<file path="src/rtl/pc_fetch_ctrl_pkg.sv">
// Shared types and constants for the fetch-stage PC controller.
package pc_fetch_ctrl_pkg;

  localparam int XLEN = 32;

  typedef logic [XLEN-1:0] word_t;

  typedef enum logic [1:0] {
    PCF_IDLE  = 2'd0,
    PCF_FETCH = 2'd1,
    PCF_HOLD  = 2'd2
  } pcf_state_e;

  localparam word_t PC_RESET = 32'h0000_3000;
  localparam word_t EX_INIT  = 32'h0000_4180;

  // Sequential PC advance; wraps modulo 2^32 with no alignment check.
  function automatic word_t pc_plus4(input word_t pc);
    return pc + word_t'(4);
  endfunction

endpackage

</file>
<file path="src/rtl/pc_fetch_ctrl_if.sv">
// Instruction-memory request/acknowledge bus between the fetch controller and IM.
interface pc_fetch_ctrl_if;
  import pc_fetch_ctrl_pkg::*;

  logic  imem_req;
  word_t imem_addr;
  logic  imem_ack;
  word_t imem_rdata;

  modport master (
    output imem_req,
    output imem_addr,
    input  imem_ack,
    input  imem_rdata
  );

  modport slave (
    input  imem_req,
    input  imem_addr,
    output imem_ack,
    output imem_rdata
  );

endinterface

</file>
<file path="src/rtl/pc_fetch_ctrl_fetch_skid.sv">
// One-entry {pc, instr} buffer catching a returned word while decode is stalled.
module fetch_skid
  import pc_fetch_ctrl_pkg::*;
(
  input  logic  clk,
  input  logic  reset,
  input  logic  load_i,
  input  logic  unload_i,
  input  logic  clear_i,
  input  word_t pc_i,
  input  word_t instr_i,
  output logic  valid_o,
  output word_t pc_o,
  output word_t instr_o
);

  logic  valid_q;
  word_t pc_q;
  word_t instr_q;

  // Clear (redirect) beats a same-cycle load so a squashed word never lands.
  always_ff @(posedge clk) begin
    if (reset) begin
      valid_q <= 1'b0;
    end else if (clear_i) begin
      valid_q <= 1'b0;
    end else if (load_i) begin
      valid_q <= 1'b1;
    end else if (unload_i) begin
      valid_q <= 1'b0;
    end
  end

  always_ff @(posedge clk) begin
    if (load_i && !clear_i) begin
      pc_q    <= pc_i;
      instr_q <= instr_i;
    end
  end

  assign valid_o = valid_q;
  assign pc_o    = pc_q;
  assign instr_o = instr_q;

endmodule

</file>
<file path="src/rtl/pc_fetch_ctrl.sv">
// Fetch-stage controller: owns the PC, sequences IM req/ack fetches, and feeds F/D.
module pc_fetch_ctrl
  import pc_fetch_ctrl_pkg::*;
#(
  parameter word_t RESET_PC = PC_RESET,
  parameter word_t EX_ENTRY = EX_INIT
) (
  input  logic  clk,
  input  logic  reset,
  input  logic  stall,
  input  logic  redir_valid,
  input  word_t redir_pc,
  input  logic  exc_req,
  input  logic  eret_req,
  input  word_t epc,
  pc_fetch_ctrl_if.master imem,
  output logic  if_valid,
  output word_t if_pc,
  output word_t if_instr
);

  pcf_state_e state_q, state_d;
  word_t      pc_q, pc_d;
  logic       pend_valid_q, pend_valid_d;
  word_t      pend_pc_q, pend_pc_d;
  logic       if_valid_q, if_valid_d;
  word_t      if_pc_q, if_pc_d;
  word_t      if_instr_q, if_instr_d;

  logic       redirect;
  word_t      redir_tgt;
  logic       in_fetch, in_hold;
  logic       fetch_ack, drop_word, take_word;
  logic       to_if, to_skid, from_skid;
  logic       skid_valid;
  word_t      skid_pc, skid_instr;

  // Redirect priority: exception entry, then eret, then taken branch/jump.
  always_comb begin
    redirect = exc_req | eret_req | redir_valid;
    if (exc_req) begin
      redir_tgt = EX_ENTRY;
    end else if (eret_req) begin
      redir_tgt = epc;
    end else begin
      redir_tgt = redir_pc;
    end
  end

  always_comb begin
    in_fetch  = (state_q == PCF_FETCH);
    in_hold   = (state_q == PCF_HOLD);
    fetch_ack = in_fetch & imem.imem_ack;
    drop_word = fetch_ack & (redirect | pend_valid_q);
    take_word = fetch_ack & ~drop_word;
    to_if     = take_word & (~if_valid_q | ~stall);
    to_skid   = take_word & if_valid_q & stall;
    from_skid = in_hold & skid_valid & ~redirect & ~stall;
  end

  fetch_skid u_skid (
    .clk      (clk),
    .reset    (reset),
    .load_i   (to_skid),
    .unload_i (from_skid),
    .clear_i  (redirect),
    .pc_i     (pc_q),
    .instr_i  (imem.imem_rdata),
    .valid_o  (skid_valid),
    .pc_o     (skid_pc),
    .instr_o  (skid_instr)
  );

  always_ff @(posedge clk) begin
    if (reset) begin
      state_q <= PCF_IDLE;
    end else begin
      state_q <= state_d;
    end
  end

  always_comb begin
    state_d = state_q;
    case (state_q)
      PCF_IDLE:  state_d = PCF_FETCH;
      PCF_FETCH: if (to_skid) state_d = PCF_HOLD;
      PCF_HOLD:  if (redirect || !stall) state_d = PCF_FETCH;
      default:   state_d = PCF_IDLE;
    endcase
  end

  always_comb begin
    imem.imem_req  = (state_q == PCF_FETCH);
    imem.imem_addr = pc_q;
    if_valid       = if_valid_q;
    if_pc          = if_pc_q;
    if_instr       = if_instr_q;
  end

  // A redirect seen while a request is outstanding is parked in pend_pc so the
  // address stays stable until the ack; the returning word is then squashed.
  always_comb begin
    pc_d         = pc_q;
    pend_valid_d = pend_valid_q;
    pend_pc_d    = pend_pc_q;
    if_valid_d   = if_valid_q;
    if_pc_d      = if_pc_q;
    if_instr_d   = if_instr_q;

    if (drop_word) begin
      pc_d         = redirect ? redir_tgt : pend_pc_q;
      pend_valid_d = 1'b0;
    end else if (take_word) begin
      pc_d = pc_plus4(pc_q);
    end else if (redirect && !in_fetch) begin
      pc_d = redir_tgt;
    end

    if (in_fetch && !imem.imem_ack && redirect) begin
      pend_valid_d = 1'b1;
      pend_pc_d    = redir_tgt;
    end

    if (if_valid_q && !stall) begin
      if_valid_d = 1'b0;
    end
    if (to_if) begin
      if_valid_d = 1'b1;
      if_pc_d    = pc_q;
      if_instr_d = imem.imem_rdata;
    end else if (from_skid) begin
      if_valid_d = 1'b1;
      if_pc_d    = skid_pc;
      if_instr_d = skid_instr;
    end
    if (redirect) begin
      if_valid_d = 1'b0;
    end
  end

  always_ff @(posedge clk) begin
    if (reset) begin
      pc_q         <= RESET_PC;
      pend_valid_q <= 1'b0;
      if_valid_q   <= 1'b0;
      if_pc_q      <= '0;
      if_instr_q   <= '0;
    end else begin
      pc_q         <= pc_d;
      pend_valid_q <= pend_valid_d;
      if_valid_q   <= if_valid_d;
      if_pc_q      <= if_pc_d;
      if_instr_q   <= if_instr_d;
    end
  end

  always_ff @(posedge clk) begin
    pend_pc_q <= pend_pc_d;
  end

endmodule

</file>
<file path="src/flat_wrapper.sv">
// flat-port wrapper written by rule: the top's interface ports become plain ports
module pc_fetch_ctrl_flat import pc_fetch_ctrl_pkg::*;
#(
  parameter word_t RESET_PC = PC_RESET,
  parameter word_t EX_ENTRY = EX_INIT
)
  (clk, reset, stall, redir_valid, redir_pc, exc_req, eret_req, epc, if_valid, if_pc, if_instr, imem_imem_req, imem_imem_addr, imem_imem_ack, imem_imem_rdata);
  pc_fetch_ctrl_if imem_i ();
  input  logic clk;
  input  logic reset;
  input  logic stall;
  input  logic redir_valid;
  input  word_t redir_pc;
  input  logic exc_req;
  input  logic eret_req;
  input  word_t epc;
  output logic if_valid;
  output word_t if_pc;
  output word_t if_instr;
  output wire logic [$bits(imem_i.imem_req)-1:0] imem_imem_req;
  output wire logic [$bits(imem_i.imem_addr)-1:0] imem_imem_addr;
  input wire logic [$bits(imem_i.imem_ack)-1:0] imem_imem_ack;
  input wire logic [$bits(imem_i.imem_rdata)-1:0] imem_imem_rdata;
  assign imem_imem_req = imem_i.imem_req;
  assign imem_imem_addr = imem_i.imem_addr;
  assign imem_i.imem_ack = imem_imem_ack;
  assign imem_i.imem_rdata = imem_imem_rdata;
  pc_fetch_ctrl #(.RESET_PC(RESET_PC), .EX_ENTRY(EX_ENTRY)) u_core (.clk(clk), .reset(reset), .stall(stall), .redir_valid(redir_valid), .redir_pc(redir_pc), .exc_req(exc_req), .eret_req(eret_req), .epc(epc), .imem(imem_i), .if_valid(if_valid), .if_pc(if_pc), .if_instr(if_instr));
endmodule
</file>
<file path="config.mk">
export PLATFORM = sky130hd
export DESIGN_NAME = pc_fetch_ctrl_flat
export DESIGN_NICKNAME = d
export VERILOG_FILES = /design/src/rtl/pc_fetch_ctrl_pkg.sv /design/src/rtl/pc_fetch_ctrl_if.sv /design/src/rtl/pc_fetch_ctrl_fetch_skid.sv /design/src/rtl/pc_fetch_ctrl.sv /design/src/flat_wrapper.sv
export SDC_FILE = /design/constraint.sdc
export NUM_CORES = 1
export LEC_CHECK = 0
export ABC_AREA = 1
export CAP_MARGIN = 20
export CORE_AREA = 4 4 145 147
export DETAILED_ROUTE_END_ITERATION = 16
export DIE_AREA = 0 0 149 151
export GPL_TIMING_DRIVEN = 0
export PLACE_DENSITY_LB_ADDON = 0.15
export SLEW_MARGIN = 20
export SYNTH_ARGS = -nofsm -noshare
export SYNTH_HDL_FRONTEND = slang
export SYNTH_SLANG_ARGS = --single-unit
</file>
<file path="constraint.sdc">
create_clock -name clk -period 5.5 [get_ports clk]
set_input_delay 1.375 -clock clk [delete_from_list [all_inputs] [get_ports clk]]
set_output_delay 1.375 -clock clk [all_outputs]
set_load 0.05 [all_outputs]
</file>
==> flow_summary.yaml <==
run_status:
  outcome: "complete, no violations"
sta:
  finalSetupTns_ps: 0
  tightestPinTransition_ps: 660.9
  slew_headroom: 0.5594
  rsz0062_at_grt: "false"
  min_period_ps: 3848
  drv_slew: 0
  finalHoldViolCount: 0
  setup_viol: 0
  fin_crit_sh: 0.6996
  fmax_mhz: 259.9
  finalWorstSetupSlack_ps: 1652
  finClkSkew_ps: 9.108
clocking:
  cts_root_buffer: "clkbuf_16"
  clk_transition_reported_paths_ps: 70
  ctsHoldBuffers: 0
  clk_latency_ps: 440
  cts_sinks: 197
  clock_path_buffers: 2
  cts_inserted_buffers: 17
  cts_tree: "done"
  cts_resized: 0
  post_cts_buffers: 0
  cts_htree_levels: 4
layout:
  areaGrowthSynthToFinish_pct: 33.53
  antenna_cells: 0
  fill_cells: 1841
  layout_common_cells: "380 x nand2_1, 199 x clkdlybuf4s50_1, 101 x dfxtp_1"
  final_common_cell: "nand2_1"
  fin_nets: 1434
  drive_gt1_frac: 0.05436
yosys:
  netlist_area_mm2: 0.008979
  synth_seq_cells: 197
  synth-edff-count: 96
  yosys_warnings: 0
  avgSynthCellArea_um2: 8.096
  synth_seq_area_share: 0.5463
  async_flop_share: 0
  syn-num-nets: 1213
  synth_cell_types: 32
  syn-instance-count: 1109
  synthFlopType: "dfxtp_1"
placed_design:
  io_buffers: 199
  place_ws_ps: 1189
  finalWeightedCongestion: 0.8832
  hpwl_mm: 19.31
critical_path:
  critPathMaxStageDelay_ps: 590
  ff2ff_setup_slack_ps: 3010
  critPathMaxFanout: 27
  crit_family: "buffers and inverters"
  timing.critical_path.mode_cell: "buf_12"
  cp.required_ps: 5640
  worst_setup_path_start_kind: "input pin"
  critPathLaunch: "exc_req"
  critPathSlowestCell: "clkdlybuf4s50_1"
  crit_buf_inv: 4
  crit_chain: "clkdlybuf4s50_1 > nor3_4 > nand3_2 > clkbuf_1 > nor2_4 > buf_12 > buf_12"
  cp_data_arrival_time_ps: 3990
  cp-end-kind: "flop"
  critPathKind: "in2reg"
  r2r-start: "u_core.state_q[1]"
die:
  dieArea_mm2: 0.02250
  io_pins: 201
  initial_core_util: 0.4510
  fp.dieW_um: 149
  rows: 52
  die_h_um: 151
  core_area_mm2: 0.01991
route:
  wirelength_mm: 25.58
  wl_per_cell_um: 15.86
  vias: 8158
  postRouteAntennaNets: 0
  drt_pass1_iterations: 6
  drc: 0
  viasPerCell: 5.058
  drt_iter0_markers: 638
hold_path:
  min_path_type: "reg2reg"
  min_from: "u_core.if_instr[12]"
grt:
  grt_start_max_net_pins: 28
  grt_pass1_wl_mm: 40.18
  antenna_found_initial: 0
  overflow: 0
  track_usage: 0.2253
  grt_pass1_vias: 7624
power:
  pwr_density_cell_mw_per_mm2: 281.9
  p_leak_nw: 4.270
  peakVddDrop_mv: 0.1630
flow_run:
  cap_violations: 0
## power breakdown
group          switching (mW)  internal, mW  leakage [nW]
logic                   0.283         0.182          2.28
registers              0.0618          1.58          1.70
clock network           0.587         0.685         0.287
total                   0.932          2.45          4.27
## cells in the mapped netlist, types with 2 or more instances
cell      count  area (um^2)
or2_2        16        100.1
nand2_1     380         1426
o21ai_1       3        15.01
dfxtp_1     101         2022
a31oi_1      68        425.4
o21bai_1      7        52.55
nor2_1      101        379.1
or3_1         2        12.51
buf_2        17        85.08
edfxtp_1     96         2883
clkinv_1      2        7.510
xor2_1       15        131.4
nor3_1        2        10.01
nand4_1       3        18.77
inv_1        61        229.0
nand3b_1      2        15.01
o211ai_1      4        30.03
clkbuf_1     44        165.2
o21ai_0      77        385.4
nand3_1      36        180.2
a21oi_1      61        305.3
## kinds of logic after synthesis
group	synth area share
flops	0.5463
compound gates	0.1387
simple gates	0.2435
xor+xnor	0.01561
buf+inv	0.05463
fa+ha+maj	0.001393
## registers in the layout (all words and copies together) (netlist names)
signal and flops:
u_core.u_skid.valid_o 1, u_core.u_skid.instr_o 32, u_core.imem.imem_addr 32, u_core.u_skid.pc_o 32
u_core.if_pc 32, u_core.pend_pc_q 32, u_core.if_valid 1, u_core.state_q 2
u_core.if_instr 32, u_core.pend_valid_q 1
## final cells by class
class                      count  area (um^2)  share of cell area
multi-input combinational    787         3598              0.3001
timing repair buffer         202         2059              0.1718
inverter                      64        240.2             0.02004
sequential                   197         4905              0.4091
clock inverter                14        168.9             0.01409
clock buffer                  18        429.2             0.03580
tap                          270        337.8             0.02818
buffer                        61        250.2             0.02087
## tightest hold or removal path, delay by kind of cell (launching register included)
family             cells  cell delay (ps)
AOI/OAI and AO/OA      1               60
and+or+nand+nor        1               60
DFF                    1              310
## metal layers
layer	global-route usage	routed length, um	vias up	share of wire
li1	-	-	4137	-
met1	0.3002	11100	3632	0.43
met2	0.3689	11670	346	0.46
met3	0.04010	2162	43	0.085
met4	0.08604	653	0	0.026
met5	0	0	-	0
## stage by stage
stage	instance area [um^2]	utilization	power, mW	cells	hold WS (ps)
final	11990	0.6022	3.379	1613	475.0
after CTS	11990	0.6022	3.389	1613	479.1
after floorplan	8981	-	1.919	1109	451.9
after global placement	11310	0.5681	2.128	1578	463.6
after global routing	11990	0.6022	3.494	1613	491.9
after detailed placement	11390	0.5721	2.137	1581	467.8
## worst paths after layout
path,to,cells past startpoint
max,u_core.u_skid.pc_o[30],7
min,u_core.if_instr[12],2
max reg2reg,u_core.u_skid.pc_o[30],8
min reg2reg,u_core.if_instr[12],2
No activity file was read; power rests on OpenSTA's default activity.
